$ cat config.mk
export PLATFORM = sky130hd
export DESIGN_NAME = fifo_wr_arbiter
export DESIGN_NICKNAME = d
export VERILOG_FILES = /design/src/rtl/fifo_arb_pkg.sv /design/src/rtl/fifo_wr_arbiter_rr_pick.sv /design/src/rtl/fifo_wr_arbiter.sv
export SDC_FILE = /design/constraint.sdc
export NUM_CORES = 1
export LEC_CHECK = 0
export CAP_MARGIN = 20
export CELL_PAD_IN_SITES_DETAIL_PLACEMENT = 1
export CELL_PAD_IN_SITES_GLOBAL_PLACEMENT = 2
export CORE_MARGIN = 5
export CORE_UTILIZATION = 27
export CTS_CLUSTER_DIAMETER = 50
export DETAILED_ROUTE_END_ITERATION = 16
export GPL_ROUTABILITY_DRIVEN = 1
export PLACE_DENSITY_LB_ADDON = 0.1
export SYNTH_ARGS = -nofsm -noshare
export SYNTH_HDL_FRONTEND = slang
export SYNTH_SLANG_ARGS = --single-unit
export TNS_END_PERCENT = 100
$ cat constraint.sdc
create_clock -name wclk -period 4.84 [get_ports wclk]
set_clock_uncertainty 0.1 [all_clocks]
set_input_delay 0.726 -clock wclk [delete_from_list [all_inputs] [get_ports wclk]]
set_output_delay 0.726 -clock wclk [all_outputs]
set_load 0.01 [all_outputs]
$ cat src/rtl/fifo_arb_pkg.sv
// Shared FSM state type, default parameters and round-robin index helper
// for the FIFO write arbiter.
package fifo_arb_pkg;

   typedef enum logic [1:0] {
      IDLE  = 2'd0,
      BURST = 2'd1,
      STALL = 2'd2
   } arb_state_t;

   localparam int NREQ_DEF      = 4;
   localparam int DW_DEF        = 8;
   localparam int BURST_MAX_DEF = 4;

   // k-th requester after 'last' in rotation order (k = NREQ wraps back to 'last')
   function automatic int rr_next(input int last, input int k, input int n);
      return (last + k) % n;
   endfunction

endpackage

$ cat src/rtl/fifo_wr_arbiter_rr_pick.sv
// Combinational round-robin picker: requester (last_owner+1) mod NREQ has the
// highest priority and last_owner itself the lowest.
module rr_pick
   import fifo_arb_pkg::*;
#(
   parameter int NREQ = NREQ_DEF,
   parameter int IW   = $clog2(NREQ)
) (
   input  logic [NREQ-1:0] req,
   input  logic [IW-1:0]   last_owner,
   output logic [NREQ-1:0] pick,
   output logic [IW-1:0]   pick_idx
);

   logic [IW-1:0] cand;

   // scan from lowest to highest priority so the final hit is the winner
   always_comb begin
      pick     = '0;
      pick_idx = last_owner;
      cand     = '0;
      for (int k = NREQ; k >= 1; k--) begin
         cand     = IW'(rr_next(int'(last_owner), k, NREQ));
         pick     = req[cand] ? (NREQ'(1) << cand) : pick;
         pick_idx = req[cand] ? cand : pick_idx;
      end
   end

endmodule

$ cat src/rtl/fifo_wr_arbiter.sv
// Round-robin burst arbiter feeding one FIFO write port from NREQ requesters.
// Define FIFO_WR_ARB_STATS_EN to add the saturating stall_cnt output.
module fifo_wr_arbiter
   import fifo_arb_pkg::*;
#(
   parameter int NREQ      = NREQ_DEF,
   parameter int DW        = DW_DEF,
   parameter int BURST_MAX = BURST_MAX_DEF
) (
   input  logic                    wclk,
   input  logic                    wrst,
   input  logic [NREQ-1:0]         req,
   input  logic [NREQ*DW-1:0]      req_data,
   output logic [NREQ-1:0]         gnt,
   input  logic                    wfull,
   input  logic                    afull,
   output logic                    winc,
   output logic [DW-1:0]           wdata,
   output logic [$clog2(NREQ)-1:0] owner
`ifdef FIFO_WR_ARB_STATS_EN
   ,
   output logic [15:0]             stall_cnt
`endif
);

   localparam int IW = $clog2(NREQ);
   localparam int CW = $clog2(BURST_MAX + 1);
   localparam logic [CW-1:0] LAST_BEAT = CW'(BURST_MAX - 1);

   arb_state_t    state;
   arb_state_t    state_nxt;
   logic [IW-1:0] owner_nxt;
   logic [CW-1:0] beat_cnt;
   logic [CW-1:0] beat_nxt;
   logic [NREQ-1:0] pick;
   logic [IW-1:0] pick_idx;
   logic          found;
   logic          ok;
   logic          accept;
   logic          arb;
   logic [DW-1:0] data_arr [NREQ];

   for (genvar g = 0; g < NREQ; g++) begin : g_data
      assign data_arr[g] = req_data[g*DW +: DW];
   end

   // a write already in flight consumes the last free slot signalled by afull
   assign ok    = !wfull && !(afull && winc);
   assign found = |pick;

   rr_pick #(
      .NREQ (NREQ),
      .IW   (IW)
   ) u_rr_pick (
      .req        (req),
      .last_owner (owner),
      .pick       (pick),
      .pick_idx   (pick_idx)
   );

   // next state, grant and burst bookkeeping; arb re-arbitrates in this same cycle
   always_comb begin
      state_nxt = state;
      owner_nxt = owner;
      beat_nxt  = beat_cnt;
      gnt       = '0;
      accept    = 1'b0;
      arb       = 1'b0;
      case (state)
         IDLE: begin
            arb = 1'b1;
         end
         BURST, STALL: begin
            if (req[owner] && ok) begin
               gnt[owner] = 1'b1;
               accept     = 1'b1;
               if (beat_cnt == LAST_BEAT) begin
                  arb = 1'b1;
               end else begin
                  state_nxt = BURST;
                  beat_nxt  = beat_cnt + CW'(1);
               end
            end else if (req[owner]) begin
               state_nxt = STALL;
            end else begin
               arb = 1'b1;
            end
         end
         default: begin
            state_nxt = IDLE;
         end
      endcase
      state_nxt = arb ? (found ? BURST : IDLE) : state_nxt;
      owner_nxt = (arb && found) ? pick_idx : owner_nxt;
      beat_nxt  = arb ? '0 : beat_nxt;
   end

   // state, owner and registered FIFO write port
   always_ff @(posedge wclk or posedge wrst) begin
      if (wrst) begin
         state    <= IDLE;
         owner    <= IW'(NREQ - 1);
         beat_cnt <= '0;
         winc     <= 1'b0;
         wdata    <= '0;
      end else begin
         state    <= state_nxt;
         owner    <= owner_nxt;
         beat_cnt <= beat_nxt;
         winc     <= accept;
         if (accept) begin
            wdata <= data_arr[owner];
         end
      end
   end

`ifdef FIFO_WR_ARB_STATS_EN
   // saturating count of cycles spent waiting in STALL
   always_ff @(posedge wclk or posedge wrst) begin
      if (wrst) begin
         stall_cnt <= 16'h0000;
      end else if (state == STALL && stall_cnt != 16'hFFFF) begin
         stall_cnt <= stall_cnt + 16'h0001;
      end
   end
`endif

endmodule

==> out/qor.yml <==
outcome:
  status: "finished, final reports clean"
worst_setup_path:
  crit_fanout: 11
  arrival_ps: 3040
  critical_path_required_ps: 4010
  path_class: "in -> out"
  critPathLaunch: "req[3]"
  critPathLaunchType: "input port"
  endpoint: "gnt[3]"
  r2r-end: "owner[1]"
  r2r_cells: 8
  rrSetupSlack_ps: 1820
  r2r_start: "owner[1]"
  end_kind: "primary output"
floorplanning:
  start_util: 0.2730
  die_x_um: 81.40
  core_area_um2: 5042
  fp.dieH_um: 81.40
  die-area_um2: 6625
  ios: 55
  placementRows: 26
sta:
  min_period_ps: 3862
  grt_setup_unrepaired: "no"
  post-route-period-util: 0.7979
  relSlewSlack: 0.5435
  worst_pin_slew_ps: 683.9
  maxSlewViolCount: 0
  setup_tns_ps: 0
  setup_viol: 0
  finalHoldViolCount: 0
  fmax_mhz: 259.0
  hold_ws_ps: 375.2
grt:
  grt_util_all_layers: 0.1343
  grt_max_degree: 23
  antenna_found_initial: 0
  overflow: 0
  grt_pass1_wl_um: 6837
  grt_pass1_vias: 1402
logic_synthesis:
  synth_adder_area_share: 0.1000
  syn-cell-area_um2: 1376
  synth_top_area_frac: 0.2545
  seq_area_frac_synth: 0.2927
  synth_edf_count: 0
  ys_ff_latch: 16
  avgSynthCellArea_um2: 9.761
  synth_nets: 192
  yosys.area_share.simple: 0.1445
  yosysTopAreaCell: "dfrtp_1"
  synth_top_family_by_area: "multiplexers"
  yosys-top-cells-count: "nand2_1 (28), dfrtp_1 (14), inv_1 (13)"
  ys_top_cells_by_area: "dfrtp_1 (25%), mux4_2 (20%), ha_1 (10%)"
  ys_async_sr_fraction: 1.000
  ys.flop_type: "dfrtp_1"
  postSynthCellCount: 141
  muxShareOfSynthArea: 0.2655
  synth_compound_area_frac: 0.1327
  yosys.area_share.xor_xnor: 0.006364
  yosys_warnings: 0
  synth.most_common_cell: "nand2_1"
  synth_cell_types: 37
worst_hold_path:
  hold_path_class: "reg -> reg"
drt:
  ant_nets: 0
  wl_um: 4251
  routedWlPerCell_um: 16.04
  route.vias.total: 1278
  initialDrtViolationCount: 13
  dr.pass1.iters: 4
  post_drt_via_cell_ratio: 4.823
  drcViolationCount: 0
clock_tree:
  cts_setup_buffers: 0
  clock_latency_ps: 250
  cts_max_level: 1
  cts.sinks: 16
  cts_tree: "done"
  cts.repair.resized: 0
  clockBufferDepth: 2
  clk_pin_slew_ps: 70
  cts_hold_buf: 0
  cts_made_buffers: 3
  root_buffer: "clkbuf_8"
pwr:
  internal_power_uw: 692.3
  power.switching_uw: 541.3
  combinationalPowerShare: 0.685
  switching_share: 0.4388
  vdd_ir_drop_max_uv: 282.2
  seq_power_share: 0.214
  p_clk_frac: 0.101
  power_density_nw_per_um2: 604.8
  leakage_nw: 0.8577
run:
  maxCapViolCount: 0
cells_and_area:
  syn_to_final_growth_pct: 48.18
  finalInstanceArea_um2: 2039
  fin_nets: 247
  antenna_cells: 0
  final_cells: 265
  drive_gt1_frac: 0.1179
  final_util: 0.4045
place:
  hpwl_um: 3429
  place_area_um2: 1984
  globalplace.congestion: 0.8085
  io_buffer_count: 54
  dp_cells: 261
registers in the layout, summed over array words and instances (netlist names):
register	cells
beat_cnt	3
owner	2
state	2
wdata	8
winc	1
cells by family (layout without fill, tap and decap cells):
| group | count (synthesis) | after routing |
|---|---|---|
| AO/OA/AOI/OAI | 26 | 26 |
| XOR/XNOR | 1 | 1 |
| adder cells (fa/ha/maj) | 11 | 11 |
| buffers and inverters | 19 | 73 |
| flip-flops | 16 | 16 |
| multiplexers | 21 | 21 |
| AND/OR/NAND/NOR | 47 | 47 |
critical path, cell delays in order:
cell and delay [ps]:
clkdlybuf4s50_1 510, mux4_2 570, nand3_1 360, inv_2 180
and2_1 210, clkdlybuf4s50_1 480
layer usage:
| layer | vias up | track usage | wire length, µm |
|---|---|---|---|
| met5 | - | 0 | 0 |
| li1 | 618 | - | - |
| met3 | 2 | 0.03437 | 177 |
| met1 | 631 | 0.1633 | 1785 |
| met4 | 0 | 0.02534 | 28 |
| met2 | 27 | 0.2386 | 2259 |
worst min path at each step:
stage,end,startpoint,cells after the start
after floorplan,beat_cnt[0],beat_cnt[0],1
after global placement,wdata[7],wdata[7],2
after detailed placement,wdata[7],wdata[7],2
after CTS,wdata[7],wdata[7],2
after global routing,beat_cnt[0],beat_cnt[0],1
final,wdata[7],wdata[7],2
area by class of cell:
| class | instances | area (µm²) |
|---|---|---|
| fill | 570 | 3003 |
| clock buffer | 4 | 55.05 |
| timing repair buffer | 55 | 548.0 |
| multi-input combinational | 106 | 893.4 |
| inverter | 14 | 52.55 |
| sequential | 16 | 402.9 |
| tap | 70 | 87.58 |
power groups by stage:
stage | clock [mW] | sequential, mW | combinational, mW
after global routing | 0.137 | 0.276 | 0.932
final | 0.125 | 0.264 | 0.845
after global placement | 0 | 0.267 | 0.837
after floorplan | 0 | 0.264 | 0.584
after detailed placement | 0 | 0.269 | 0.852
after CTS | 0.130 | 0.267 | 0.857
stage by stage:
stage	power [mW]	setup slack, ps
after floorplan	0.8483	1966
after global placement	1.104	1033
after detailed placement	1.121	958.3
after CTS	1.254	955.3
after global routing	1.345	807.1
final	1.234	978.3
cells in the final DEF (no fill, tap or decap), drive strengths merged, types with 4 or more instances in the layout:
cell / n
a21oi: 6
clkbuf: 4
clkdlybuf4s50: 54
dfrtp: 14
ha: 11
inv: 14
mux2: 4
mux2i: 5
mux4: 12
nand2: 28
nor2: 7
nor3: 4
o22ai: 4
Power figures use the tool's default switching activity.
